==> src/rtl/suma_pkg.sv <==
// Shared definitions for the ASCII two-digit adder sequencer.
// Optional build macro: SUMA_CRLF_EN adds CR/LF terminator states to the
// output frame. Without it, a frame ends after the units character.
package suma_pkg;

    // Controller states. The terminator states only exist when the
    // CR/LF frame terminator is built in.
`ifdef SUMA_CRLF_EN
    typedef enum logic [3:0] {
        RX_AT = 4'd0,
        RX_AU = 4'd1,
        RX_BT = 4'd2,
        RX_BU = 4'd3,
        CALC  = 4'd4,
        TX_C  = 4'd5,
        TX_D  = 4'd6,
        TX_U  = 4'd7,
        TX_CR = 4'd8,
        TX_LF = 4'd9
    } state_t;
`else
    typedef enum logic [3:0] {
        RX_AT = 4'd0,
        RX_AU = 4'd1,
        RX_BT = 4'd2,
        RX_BU = 4'd3,
        CALC  = 4'd4,
        TX_C  = 4'd5,
        TX_D  = 4'd6,
        TX_U  = 4'd7
    } state_t;
`endif

    // ASCII codes used by the receive and transmit paths.
    localparam logic [7:0] ASCII_0  = 8'h30;
    localparam logic [7:0] ASCII_9  = 8'h39;
    localparam logic [7:0] ASCII_CR = 8'h0D;
    localparam logic [7:0] ASCII_LF = 8'h0A;

    // Threshold for the hundreds split.
    localparam logic [7:0] CIEN = 8'd100;

    // True for the four digit-collection states.
    function automatic logic is_rx_state(input state_t s);
        logic r;
        case (s)
            RX_AT, RX_AU, RX_BT, RX_BU: r = 1'b1;
            default:                    r = 1'b0;
        endcase
        return r;
    endfunction

    // True for every state that presents a character downstream.
    function automatic logic is_tx_state(input state_t s);
        logic r;
        case (s)
            TX_C, TX_D, TX_U: r = 1'b1;
`ifdef SUMA_CRLF_EN
            TX_CR, TX_LF:     r = 1'b1;
`endif
            default:          r = 1'b0;
        endcase
        return r;
    endfunction

    // True for an ASCII decimal digit '0'..'9'.
    function automatic logic is_digit(input logic [7:0] b);
        return (b >= ASCII_0) && (b <= ASCII_9);
    endfunction

    // Converts a BCD digit into its ASCII character.
    function automatic logic [7:0] to_ascii(input logic [3:0] d);
        return ASCII_0 + {4'd0, d};
    endfunction

endpackage

==> src/rtl/dividir_centenas.sv <==
// Combinational split of a binary sum (0..198) into a hundreds flag and the
// tens/units digits of the remainder below one hundred.
module dividir_centenas
    import suma_pkg::*;
(
    input  logic [7:0] sum,
    output logic       cc,
    output logic [3:0] rd,
    output logic [3:0] ru
);

    logic [7:0] rem_s;

    // Strip the hundreds, then divide the remainder by ten.
    always_comb begin
        cc = (sum >= CIEN);
        if (cc) begin
            rem_s = sum - CIEN;
        end else begin
            rem_s = sum;
        end
        // The remainder is below 100, so both results fit in four bits.
        rd = 4'(rem_s / 8'd10);
        ru = 4'(rem_s % 8'd10);
    end

endmodule

==> src/rtl/suma_ascii_ctrl.sv <==
// Sequencer for the ASCII two-digit adder: collects four ASCII digits
// (A tens, A units, B tens, B units) over a valid/ready byte stream, adds
// A+B and streams the result back as ASCII characters.
// Optional build macro: SUMA_CRLF_EN appends CR and LF to every result frame.
module suma_ascii_ctrl
    import suma_pkg::*;
#(
    parameter logic [7:0] CLR_CHAR  = 8'h1B,
    parameter int         LEAD_ZERO = 1
)
(
    input  logic       clk,
    input  logic       rst_n,
    input  logic       in_valid,
    input  logic [7:0] in_data,
    output logic       in_ready,
    output logic       out_valid,
    output logic [7:0] out_data,
    input  logic       out_ready,
    output logic       busy,
    output logic       err,
    output logic [7:0] sum_bin,
    output logic       cc
);

    localparam logic LZ_EN = (LEAD_ZERO != 32'sd0);

    // FSM state
    state_t     state_r;
    state_t     state_nxt_s;

    // Collected operand digits
    logic [3:0] at_r;
    logic [3:0] au_r;
    logic [3:0] bt_r;
    logic [3:0] bu_r;

    // Result registers loaded in CALC
    logic [7:0] sum_bin_r;
    logic       cc_r;
    logic [3:0] rd_r;
    logic [3:0] ru_r;

    // Registered handshake/status outputs
    logic       in_ready_r;
    logic       out_valid_r;
    logic [7:0] out_data_r;
    logic       busy_r;
    logic       err_r;

    // Next values for the registered outputs
    logic       in_ready_nxt_s;
    logic       out_valid_nxt_s;
    logic [7:0] out_data_nxt_s;
    logic       busy_nxt_s;
    logic       err_nxt_s;

    // Byte classification and handshakes
    logic       accept_s;
    logic       digit_acc_s;
    logic       clr_acc_s;
    logic       rej_acc_s;
    logic [3:0] digit_s;
    logic       tx_fire_s;

    // Arithmetic
    logic [7:0] a_s;
    logic [7:0] b_s;
    logic [7:0] sum_s;
    logic       split_cc_s;
    logic [3:0] split_rd_s;
    logic [3:0] split_ru_s;
    logic       cc_v_s;
    logic [3:0] rd_v_s;
    logic [3:0] ru_v_s;

    assign in_ready  = in_ready_r;
    assign out_valid = out_valid_r;
    assign out_data  = out_data_r;
    assign busy      = busy_r;
    assign err       = err_r;
    assign sum_bin   = sum_bin_r;
    assign cc        = cc_r;

    // in_ready is only ever high in a receive state, so an accepted byte
    // always belongs to digit collection.
    assign accept_s    = in_valid && in_ready_r;
    assign digit_acc_s = accept_s && is_digit(in_data);
    assign clr_acc_s   = accept_s && (in_data == CLR_CHAR);
    assign rej_acc_s   = accept_s && !is_digit(in_data) && (in_data != CLR_CHAR);
    assign digit_s     = 4'(in_data - ASCII_0);
    assign tx_fire_s   = out_valid_r && out_ready;

    // Two-digit operands; the largest sum (99+99) still fits in 8 bits.
    assign a_s   = ({4'd0, at_r} * 8'd10) + {4'd0, au_r};
    assign b_s   = ({4'd0, bt_r} * 8'd10) + {4'd0, bu_r};
    assign sum_s = a_s + b_s;

    dividir_centenas u_split (
        .sum (sum_s),
        .cc  (split_cc_s),
        .rd  (split_rd_s),
        .ru  (split_ru_s)
    );

    // State register.
    always_ff @(posedge clk or negedge rst_n) begin
        if (!rst_n) begin
            state_r <= RX_AT;
        end else begin
            state_r <= state_nxt_s;
        end
    end

    // Next-state decode: digit entry, one calc cycle, then the output frame.
    always_comb begin
        state_nxt_s = state_r;
        case (state_r)
            RX_AT: begin
                if (digit_acc_s) begin
                    state_nxt_s = RX_AU;
                end else begin
                    state_nxt_s = RX_AT;
                end
            end
            RX_AU: begin
                if (digit_acc_s) begin
                    state_nxt_s = RX_BT;
                end else if (clr_acc_s) begin
                    state_nxt_s = RX_AT;
                end else begin
                    state_nxt_s = RX_AU;
                end
            end
            RX_BT: begin
                if (digit_acc_s) begin
                    state_nxt_s = RX_BU;
                end else if (clr_acc_s) begin
                    state_nxt_s = RX_AT;
                end else begin
                    state_nxt_s = RX_BT;
                end
            end
            RX_BU: begin
                if (digit_acc_s) begin
                    state_nxt_s = CALC;
                end else if (clr_acc_s) begin
                    state_nxt_s = RX_AT;
                end else begin
                    state_nxt_s = RX_BU;
                end
            end
            CALC: begin
                // The hundreds character is skipped only for short results
                // when leading zeros are disabled.
                if (LZ_EN || split_cc_s) begin
                    state_nxt_s = TX_C;
                end else begin
                    state_nxt_s = TX_D;
                end
            end
            TX_C: begin
                if (tx_fire_s) begin
                    state_nxt_s = TX_D;
                end else begin
                    state_nxt_s = TX_C;
                end
            end
            TX_D: begin
                if (tx_fire_s) begin
                    state_nxt_s = TX_U;
                end else begin
                    state_nxt_s = TX_D;
                end
            end
            TX_U: begin
                if (tx_fire_s) begin
`ifdef SUMA_CRLF_EN
                    state_nxt_s = TX_CR;
`else
                    state_nxt_s = RX_AT;
`endif
                end else begin
                    state_nxt_s = TX_U;
                end
            end
`ifdef SUMA_CRLF_EN
            TX_CR: begin
                if (tx_fire_s) begin
                    state_nxt_s = TX_LF;
                end else begin
                    state_nxt_s = TX_CR;
                end
            end
            TX_LF: begin
                if (tx_fire_s) begin
                    state_nxt_s = RX_AT;
                end else begin
                    state_nxt_s = TX_LF;
                end
            end
`endif
            default: begin
                state_nxt_s = RX_AT;
            end
        endcase
    end

    // Output decode from the upcoming state so every output is a register.
    always_comb begin
        // In CALC the result registers load on the same edge as the first
        // character, so the split outputs are used directly.
        if (state_r == CALC) begin
            cc_v_s = split_cc_s;
            rd_v_s = split_rd_s;
            ru_v_s = split_ru_s;
        end else begin
            cc_v_s = cc_r;
            rd_v_s = rd_r;
            ru_v_s = ru_r;
        end

        in_ready_nxt_s  = is_rx_state(state_nxt_s);
        out_valid_nxt_s = is_tx_state(state_nxt_s);
        busy_nxt_s      = !is_rx_state(state_nxt_s);
        err_nxt_s       = rej_acc_s;

        case (state_nxt_s)
            TX_C:    out_data_nxt_s = ASCII_0 + {7'd0, cc_v_s};
            TX_D:    out_data_nxt_s = to_ascii(rd_v_s);
            TX_U:    out_data_nxt_s = to_ascii(ru_v_s);
`ifdef SUMA_CRLF_EN
            TX_CR:   out_data_nxt_s = ASCII_CR;
            TX_LF:   out_data_nxt_s = ASCII_LF;
`endif
            default: out_data_nxt_s = 8'h00;
        endcase
    end

    // Registered handshake and status outputs.
    always_ff @(posedge clk or negedge rst_n) begin
        if (!rst_n) begin
            in_ready_r  <= 1'b0;
            out_valid_r <= 1'b0;
            out_data_r  <= 8'h00;
            busy_r      <= 1'b0;
            err_r       <= 1'b0;
        end else begin
            in_ready_r  <= in_ready_nxt_s;
            out_valid_r <= out_valid_nxt_s;
            out_data_r  <= out_data_nxt_s;
            busy_r      <= busy_nxt_s;
            err_r       <= err_nxt_s;
        end
    end

    // Digit capture: clear char wipes all digits, a digit lands in the slot
    // selected by the current receive state.
    always_ff @(posedge clk or negedge rst_n) begin
        if (!rst_n) begin
            at_r <= 4'd0;
            au_r <= 4'd0;
            bt_r <= 4'd0;
            bu_r <= 4'd0;
        end else if (clr_acc_s) begin
            at_r <= 4'd0;
            au_r <= 4'd0;
            bt_r <= 4'd0;
            bu_r <= 4'd0;
        end else if (digit_acc_s) begin
            case (state_r)
                RX_AT:   at_r <= digit_s;
                RX_AU:   au_r <= digit_s;
                RX_BT:   bt_r <= digit_s;
                RX_BU:   bu_r <= digit_s;
                default: at_r <= at_r;
            endcase
        end else begin
            at_r <= at_r;
        end
    end

    // Result capture in CALC; held until the next calculation.
    always_ff @(posedge clk or negedge rst_n) begin
        if (!rst_n) begin
            sum_bin_r <= 8'd0;
            cc_r      <= 1'b0;
            rd_r      <= 4'd0;
            ru_r      <= 4'd0;
        end else if (state_r == CALC) begin
            sum_bin_r <= sum_s;
            cc_r      <= split_cc_s;
            rd_r      <= split_rd_s;
            ru_r      <= split_ru_s;
        end else begin
            sum_bin_r <= sum_bin_r;
        end
    end

endmodule

==> config.mk <==
export PLATFORM = sky130hd
export DESIGN_NAME = suma_ascii_ctrl
export DESIGN_NICKNAME = d
export VERILOG_FILES = /design/src/rtl/suma_pkg.sv /design/src/rtl/dividir_centenas.sv /design/src/rtl/suma_ascii_ctrl.sv
export SDC_FILE = /design/constraint.sdc
export NUM_CORES = 1
export LEC_CHECK = 0
export ABC_AREA = 1
export ABC_CLOCK_PERIOD_IN_PS = 10900
export CELL_PAD_IN_SITES_DETAIL_PLACEMENT = 0
export CELL_PAD_IN_SITES_GLOBAL_PLACEMENT = 1
export CORE_ASPECT_RATIO = 1.2
export CORE_UTILIZATION = 40
export DETAILED_ROUTE_END_ITERATION = 7
export PLACE_DENSITY_LB_ADDON = 0.1
export SLEW_MARGIN = 10
export SYNTH_ARGS = -nofsm -noshare
export SYNTH_HDL_FRONTEND = slang
export SYNTH_SLANG_ARGS = --single-unit
==> constraint.sdc <==
create_clock -name clk -period 10.9 [get_ports clk]
set_clock_uncertainty 0.15 [all_clocks]
set_input_delay 2.18 -clock clk [delete_from_list [all_inputs] [get_ports clk]]
set_output_delay 2.18 -clock clk [all_outputs]
set_load 0.01 [all_outputs]
==> results of run 1 <==
[power breakdown]
| group | leakage, nW | internal [mW] | switching (mW) | total, mW |
|---|---|---|---|---|
| registers | 0.592 | 0.202 | 0.0184 | 0.221 |
| clock network | 0.0445 | 0.0456 | 0.0621 | 0.108 |
| logic | 1.37 | 0.0940 | 0.143 | 0.237 |
[sequential cells by signal, indices dropped and copies added, names as in the netlist]
signal     flops
err            1
rd_r           4
busy           1
sum_bin        8
cc             1
state_r        3
in_ready       1
bt_r           4
au_r           4
out_data       5
out_valid      1
at_r           4
ru_r           4
bu_r           4
[cell usage after synthesis (all sizes together)]
library cell / count
nor3: 2
a21o: 1
nor4b: 1
a21boi: 1
clkinv: 2
dfrtp: 45
a31oi: 4
nand4: 3
nand2: 135
and2: 2
nand3: 40
nor2: 18
a21oi: 9
nand3b: 1
xor2: 5
or2: 1
nor2b: 1
o211ai: 2
clkbuf: 2
ha: 22
inv: 56
o22ai: 1
o31ai: 1
nor3b: 3
o21a: 1
fa: 9
xnor2: 2
buf: 4
o21ai: 31
conb: 1
[final cells by class]
| class | instances | share of cell area, % |
|---|---|---|
| multi-input cells | 298 | 50.1 |
| repair buffers | 30 | 7.99 |
| well taps | 92 | 3.11 |
| inverters | 58 | 5.92 |
| flip-flops and latches | 45 | 30.5 |
| clock inverters | 3 | 0.575 |
| clock buffers | 5 | 1.86 |
[metrics by stage]
stage	total power, mW	hold slack, ns
floorplan	0.387	0.288
finish	0.565	0.325
global placement	0.464	0.304
global route	0.615	0.361
detailed placement	0.465	0.308
CTS	0.575	0.332
[worst max-delay path: cells and delay by family, from the launching register on]
family	cells	cell delay (ns)
fa+ha+maj	6	1.94
compound gates	3	0.71
flops	1	0.46
simple gates	21	1.85
buf+inv	2	0.21
[per-layer routing]
layer / global-route usage, % / up-vias
met5: 0 / -
met4: 4.51 / 0
met3: 2.88 / 8
met2: 32.7 / 32
met1: 20.8 / 1228
li1: - / 1359
[logic make-up after synthesis]
kind of cell	Yosys count
compound gates	51
xor+xnor	7
fa+ha+maj	31
buf+inv	64
flops	45
other cells	1
simple gates	207
[worst max path at each step]
stage | start | to | slack, ns | cells past startpoint
2_1_floorplan | at_r[2]$_DFFE_PN0P_ | ru_r[2]$_DFF_PN0_ | 6.02 | 31
3_3_place_gp | at_r[3]$_DFFE_PN0P_ | out_data[2]$_DFF_PN0_ | 5.52 | 32
3_5_place_dp | bt_r[3]$_DFFE_PN0P_ | out_data[2]$_DFF_PN0_ | 5.47 | 32
4_1_cts | bt_r[3]$_DFFE_PN0P_ | out_data[2]$_DFF_PN0_ | 5.45 | 32
5_1_grt | bt_r[3]$_DFFE_PN0P_ | out_data[2]$_DFF_PN0_ | 5.00 | 32
6_report | bt_r[3]$_DFFE_PN0P_ | out_data[2]$_DFF_PN0_ | 5.48 | 32
==> out/results.env, run 1 <==
FINAL_HOLD_VIOLATIONS=0
IR_WORST_VDD_mV=0.0720
FIRST_GLOBAL_VIAS=2663
WORST_HOLD_PATH.NUM_CELLS=2
REGAREA_MM2=0.00113
WORSTREG2REGSTART='bt_r[3]$_DFFE_PN0P_'
POSTROUTEANTENNANETS=0
HOLD_END='sum_bin[0]$_DFFE_PN0P_'
WORST_PATH_CLK_SLEW_NS=0.09
CRITPATHREQUIREDTIME_NS=10.95
CLOCK-ROOT-BUFFER='sky130_fd_sc_hd__clkbuf_8'
CRIT_TOP_CELL='sky130_fd_sc_hd__nand2_1'
START_UTIL_PCT=41.6
ROUTE.DETAILED.WL_PER_INST_UM=12.5
REGTOREGSETUPSLACK_NS=5.48
LAYOUT-DRIVE-GT1-SHARE_PCT=10.9
FIN_SETUP_TNS_NS=0
CRITPATHCAPTURETYPE='flip-flop'
TIMING.REG2REG.WORST_PATH_DEPTH=32
MAX_SLEW_HEADROOM_PCT=32.4
POST-SYNTH-TOP-AREA-FRACTION_PCT=34.9
SYN-CELL-AREA_MM2=0.00323
TOTALWIRELENGTH_UM=6630
POST_DP_CELL_AREA_MM2=0.00361
POWER.LEAKAGE_nW=2.00
NETLIST_CELL_TYPES=44
POST_SYNTHESIS_COMPOUND_GATE_AREA_FRACTION_PCT=9.50
CELLPOWERDENSITY_mW_PER_MM2=153
CORE-AREA_MM2=0.00775
SYNTH_REGISTER_BITS=45
COMBINATIONAL_FAMILY_WITH_THE_MOST_AREA_AFTER_SYNTHESIS='simple AND/OR/NAND/NOR gates'
SYNTH_SEQUENTIAL_AREA_RATIO_PCT=34.9
DRTPASS1ITERATIONS=6
FAILED_CHECKS='DRC'
DP.CELLS=523
PEAK_FANOUT_ALONG_THE_CRITICAL_PATH=6
N_ANTENNA_CELL=0
SETUP_REPAIR_AFTER_GLOBAL_ROUTING_MISSED_ITS_MARGIN='no'
CTS_TREE='done'
CRITICAL_PATH_TYPE='reg -> reg'
DRV_CAP=0
CRIT_PATH_TOP_DELAY_CELL='sky130_fd_sc_hd__dfrtp_1'
CRITICAL_PATH.MAX_STAGE_DELAY_NS=0.46
SYNTHESIS.AREA_PER_INSTANCE_UM2=7.95
CTS_BUFFERS=5
TOP_LAYER_USED='met4'
MULTIINPUTGATEAREA_MM2=0.00185
CLOCK_SINK_COUNT=45
FINAL.PERIOD_UTILIZATION_PCT=49.7
FINALNETCOUNT=481
SYNTH_AREA_LEADERS='sky130_fd_sc_hd__dfrtp_1 35%, sky130_fd_sc_hd__nand2_1 14%, sky130_fd_sc_hd__ha_1 8.5%'
ADDER_CELL_SHARE_OF_THE_SYNTHESIZED_AREA_PCT=14.1
YOSYS_WARNING_COUNT=0
R2R_END='out_data[2]$_DFF_PN0_'
PATH_CLASS_OF_THE_LOWEST_SLACK_MIN_DELAY_PATH='reg -> reg'
NFILLCELLS=797
VIAS_PER_CELL=4.95
ROUTED-WL-MET2_UM=3400
1ST_ITER_DRT_VIOLS=101
MOSTFREQUENTLAYOUTCELL='sky130_fd_sc_hd__nand2_1'
CLOCK.FMAX_GHz=0.185
MAX-CLOCK-PATH-BUFFERS=2
SETUP_VIOL=0
FINAL.SETUP.WORST_SLACK_NS=5.48
VIA_COUNT=2627
AREA_GROWTH_PCT=14.5
CTSHTREEMAXLEVEL=2
SYNTH_XOR_XNOR_AREA_SHARE_PCT=2.13
SYNTH_SIMPLE_GATE_AREA_SHARE_PCT=31.4
PERIOD_NEEDED_NS=5.42
GLOBAL_ROUTE.OVERFLOW_TOTAL=0
SYNTHCELLS=406
WL_MET3_UM=166
MOSTFREQUENTLAYOUTCELLS='120 x sky130_fd_sc_hd__nand2_1, 53 x sky130_fd_sc_hd__inv_1, 45 x sky130_fd_sc_hd__dfrtp_1'
GRT_USAGE_PCT=17.5
ROWS=35
SLEW_VIOLATIONS=0
PIN_COUNT_OF_THE_BIGGEST_NET_ENTERING_GLOBAL_ROUTING=46
IO_PINS=33
WORST_SETUP_SLACK_AFTER_PLACEMENT_NS=5.47
HOLD_PATH_STARTPOINT='sum_bin[0]$_DFFE_PN0P_'
SYNTH_AREA_LEADER_CELL='sky130_fd_sc_hd__dfrtp_1'
M1WIRELENGTH_UM=2960
STARTPOINT_TYPE='flip-flop'
DIEWIDTH_UM=84.0
GRT_PASS1_WL_UM=11700
PORTBUFFERS=30
DETAILED_PLACE_HPWL_UM=5330
WORST-ENDPOINT-ARRIVAL_NS=5.47
FINAL_CELL_AREA_MM2=0.00370
DIE-AREA_MM2=0.00843
HOLD_BUFFER_COUNT_AT_CTS=0
MAX_SLEW.WORST_PIN.SLEW_NS=1.01
ANTENNA_VIOLATIONS_BEFORE_REPAIR=0
REMAINING_DRCS=6
YOSYS-MUX-AREA-FRACTION_PCT=0
RUN_STATUS='complete, but fails checks'
POST-ROUTE-UTIL_PCT=47.7
POST_CTS_SIZING=0
STDCELL_COUNT=531
GP_CONGESTION=0.800
CTS_SETUP_BUFFERS=0
CLK-INSERTION-DELAY-LATE_NS=0.30
DIE_HEIGHT_UM=100
(Power assumes the default switching activity.)
==> run 2: changes to the inputs <==
ABC_CLOCK_PERIOD_IN_PS = 4600   (was 10900)
CORE_UTILIZATION = 39   (was 40)
clock period = 4.6 ns   (was 10.9 ns; I/O delays follow)
==> run 2 against run 1 <==
The flow finishes with violations (setup timing). Cell count rose by 11%. Register-to-register slack lost 5.9 ns. Global-route usage rose by 0.90 points.
==> out/results.env, run 2 (same netlist as run 1, synthesis figures left out) <==
RUN_STATUS='complete, but fails checks'
FAILED_CHECKS='setup timing'
MAX-CLOCK-PATH-BUFFERS=2
HOLD_END='sum_bin[0]$_DFFE_PN0P_'
P_INT_uW=973
REGTOREGSETUPSLACK_NS=-0.43
PEAK_FANOUT_ALONG_THE_CRITICAL_PATH=5
VIA_COUNT=2863
PATH_CLASS_OF_THE_LOWEST_SLACK_MIN_DELAY_PATH='reg -> reg'
FINAL.SETUP.WORST_SLACK_NS=-0.426
MOSTFREQUENTLAYOUTCELL='sky130_fd_sc_hd__nand2_1'
ROUTE.DETAILED.WL_PER_INST_UM=13.0
PIN_COUNT_OF_THE_BIGGEST_NET_ENTERING_GLOBAL_ROUTING=46
POWER.LEAKAGE_nW=2.34
WORST_HOLD_SLACK_NS=0.331
SLEW_VIOLATIONS=0
1ST_ITER_DRT_VIOLS=45
GLOBAL_ROUTE.OVERFLOW_TOTAL=0
SWITCHING_POWER_uW=596
N_ANTENNA_CELL=0
HOLD_BUFFER_COUNT_AT_CTS=0
TIMING.REG2REG.WORST_PATH_DEPTH=32
CRITPATHREQUIREDTIME_NS=4.65
REPORT.POWER.TOTAL_mW=1.57
SETUP_VIOL=8
FINAL_HOLD_VIOLATIONS=0
START_UTIL_PCT=40.0
FIRST_GLOBAL_VIAS=2908
CRITICAL_PATH.MAX_STAGE_DELAY_NS=0.39
CTS_TREE='done'
PORTBUFFERS=30
CRIT_PATH_TOP_DELAY_CELL='sky130_fd_sc_hd__dfrtp_1'
CP_NUM_BUF_INV=9
POSTROUTEANTENNANETS=0
DP.CELLS=568
DETAILED_PLACE_HPWL_UM=5660
GRT_USAGE_PCT=18.4
SWITCHING_PORTION_OF_TOTAL_POWER_PCT=38.0
FINAL_CELL_AREA_MM2=0.00453
GP_CONGESTION=0.839
LAYOUT-DRIVE-GT1-SHARE_PCT=33.2
CTSHTREEMAXLEVEL=2
LARGEST_REGISTER_FFS=8
WORSTREG2REGSTART='bt_r[3]$_DFFE_PN0P_'
COMB_POWER_SHARE_PCT=47.3
CTS_BUFFERS=5
ROWS=36
CLOCK_SINK_COUNT=45
STDCELL_COUNT=589
CELLPOWERDENSITY_mW_PER_MM2=346
IO_PINS=33
WORST_PATH_CLK_SLEW_NS=0.09
CLK-INSERTION-DELAY-LATE_NS=0.30
HOLD_PATH_STARTPOINT='sum_bin[0]$_DFFE_PN0P_'
CLOCK-ROOT-BUFFER='sky130_fd_sc_hd__clkbuf_8'
FINAL.PERIOD_UTILIZATION_PCT=109
DIE_HEIGHT_UM=102
CLOCK.FMAX_GHz=0.199
DRV_CAP=0
CP_TOP_FAMILY='adder cells'
DIE-AREA_MM2=0.00865
SETUP_REPAIR_AFTER_GLOBAL_ROUTING_MISSED_ITS_MARGIN='yes'
MOSTFREQUENTLAYOUTCELLS='94 x sky130_fd_sc_hd__nand2_1, 54 x sky130_fd_sc_hd__buf_4, 47 x sky130_fd_sc_hd__inv_1'
VIAS_PER_CELL=4.86
POST_DP_CELL_AREA_MM2=0.00405
CRIT_TOP_CELL='sky130_fd_sc_hd__buf_4'
ANTENNA_VIOLATIONS_BEFORE_REPAIR=0
FINALNETCOUNT=536
SEQ_POWER_SHARE_PCT=33.4
CRITICAL_PATH_TYPE='reg -> reg'
PERIOD_NEEDED_NS=5.03
WORST_HOLD_PATH.NUM_CELLS=2
MAX_SLEW_HEADROOM_PCT=30.8
WORST-ENDPOINT-ARRIVAL_NS=5.08
MAX_SLEW.WORST_PIN.SLEW_NS=1.03
CLOCK_POWER_SHARE_PCT=19.3
AREA_GROWTH_PCT=40.3
REMAINING_DRCS=0
TOTALWIRELENGTH_UM=7670
CORE-AREA_MM2=0.00806
STARTPOINT_TYPE='flip-flop'
DIEWIDTH_UM=85.1
CRITPATHCAPTURETYPE='flip-flop'
DRTPASS1ITERATIONS=4
R2R_END='ru_r[2]$_DFF_PN0_'
NFILLCELLS=763
GRT_PASS1_WL_UM=12600
IR_WORST_VDD_mV=0.218
==> run 2: timing repair <==
| action | in CTS | in global routing |
|---|---|---|
| setup endpoints to repair | 8 | 9 |
| gates resized for setup | 21 | 46 |
| pin swaps | 22 | 15 |
| setup buffers | 7 | 6 |
==> run 2: cell type report <==
type | count | area (µm²) | share of cell area [%]
Clock buffer | 6 | 72.6 | 1.60
Clock inverter | 2 | 38.8 | 0.856
Inverter | 58 | 225 | 4.97
Multi-Input combinational cell | 298 | 2240 | 49.4
Sequential cell | 45 | 1130 | 24.9
Tap cell | 95 | 119 | 2.62
Timing Repair Buffer | 85 | 712 | 15.7
==> run 2: how the worst max path moves through the flow <==
| stage | startpoint | endpoint | cells past startpoint |
|---|---|---|---|
| 2_1_floorplan | at_r[2]$_DFFE_PN0P_ | ru_r[2]$_DFF_PN0_ | 31 |
| 3_3_place_gp | at_r[1]$_DFFE_PN0P_ | ru_r[2]$_DFF_PN0_ | 34 |
| 3_5_place_dp | at_r[1]$_DFFE_PN0P_ | ru_r[2]$_DFF_PN0_ | 33 |
| 4_1_cts | at_r[0]$_DFFE_PN0P_ | ru_r[2]$_DFF_PN0_ | 33 |
| 5_1_grt | bt_r[3]$_DFFE_PN0P_ | out_data[1]$_DFF_PN0_ | 35 |
| 6_report | bt_r[3]$_DFFE_PN0P_ | ru_r[2]$_DFF_PN0_ | 32 |
==> run 2: worst reg2reg max path: cells and delay by family, from the launching register on <==
family	cells	cell delay, ns
XOR/XNOR	1	0.15
flip-flops	1	0.39
AO/OA/AOI/OAI	1	0.19
AND/OR/NAND/NOR	15	1.46
adder cells (fa/ha/maj)	6	1.65
buffers and inverters	9	0.94
==> run 2: power groups by stage <==
| stage | Sequential, mW | Clock, mW | Combinational (mW) |
|---|---|---|---|
| 6_report | 0.524 | 0.303 | 0.742 |
| 5_1_grt | 0.532 | 0.327 | 0.823 |
| 4_1_cts | 0.525 | 0.312 | 0.667 |
| 3_5_place_dp | 0.533 | 0 | 0.631 |
| 3_3_place_gp | 0.529 | 0 | 0.625 |
| 2_1_floorplan | 0.542 | 0 | 0.393 |
==> run 2: through the flow <==
| step | worst slack (ns) | util (%) | setup TNS (ns) |
|---|---|---|---|
| final | -0.426 | 56.2 | -2.88 |
| after global routing | -0.698 | 56.2 | -5.28 |
| after CTS | -0.342 | 53.2 | -2.21 |
| after detailed placement | -0.460 | 50.2 | -2.93 |
| after global placement | -0.355 | 50.2 | -2.22 |
| after floorplan | -0.118 | - | -0.370 |
==> run 2: routing by layer <==
| metal | GRT usage [%] | routed length, µm | vias up |
|---|---|---|---|
| li1 | - | - | 1467 |
| met1 | 21.4 | 3280 | 1339 |
| met2 | 34.6 | 4030 | 45 |
| met3 | 2.53 | 179 | 12 |
| met4 | 6.13 | 180 | 0 |
| met5 | 0 | 0 | - |
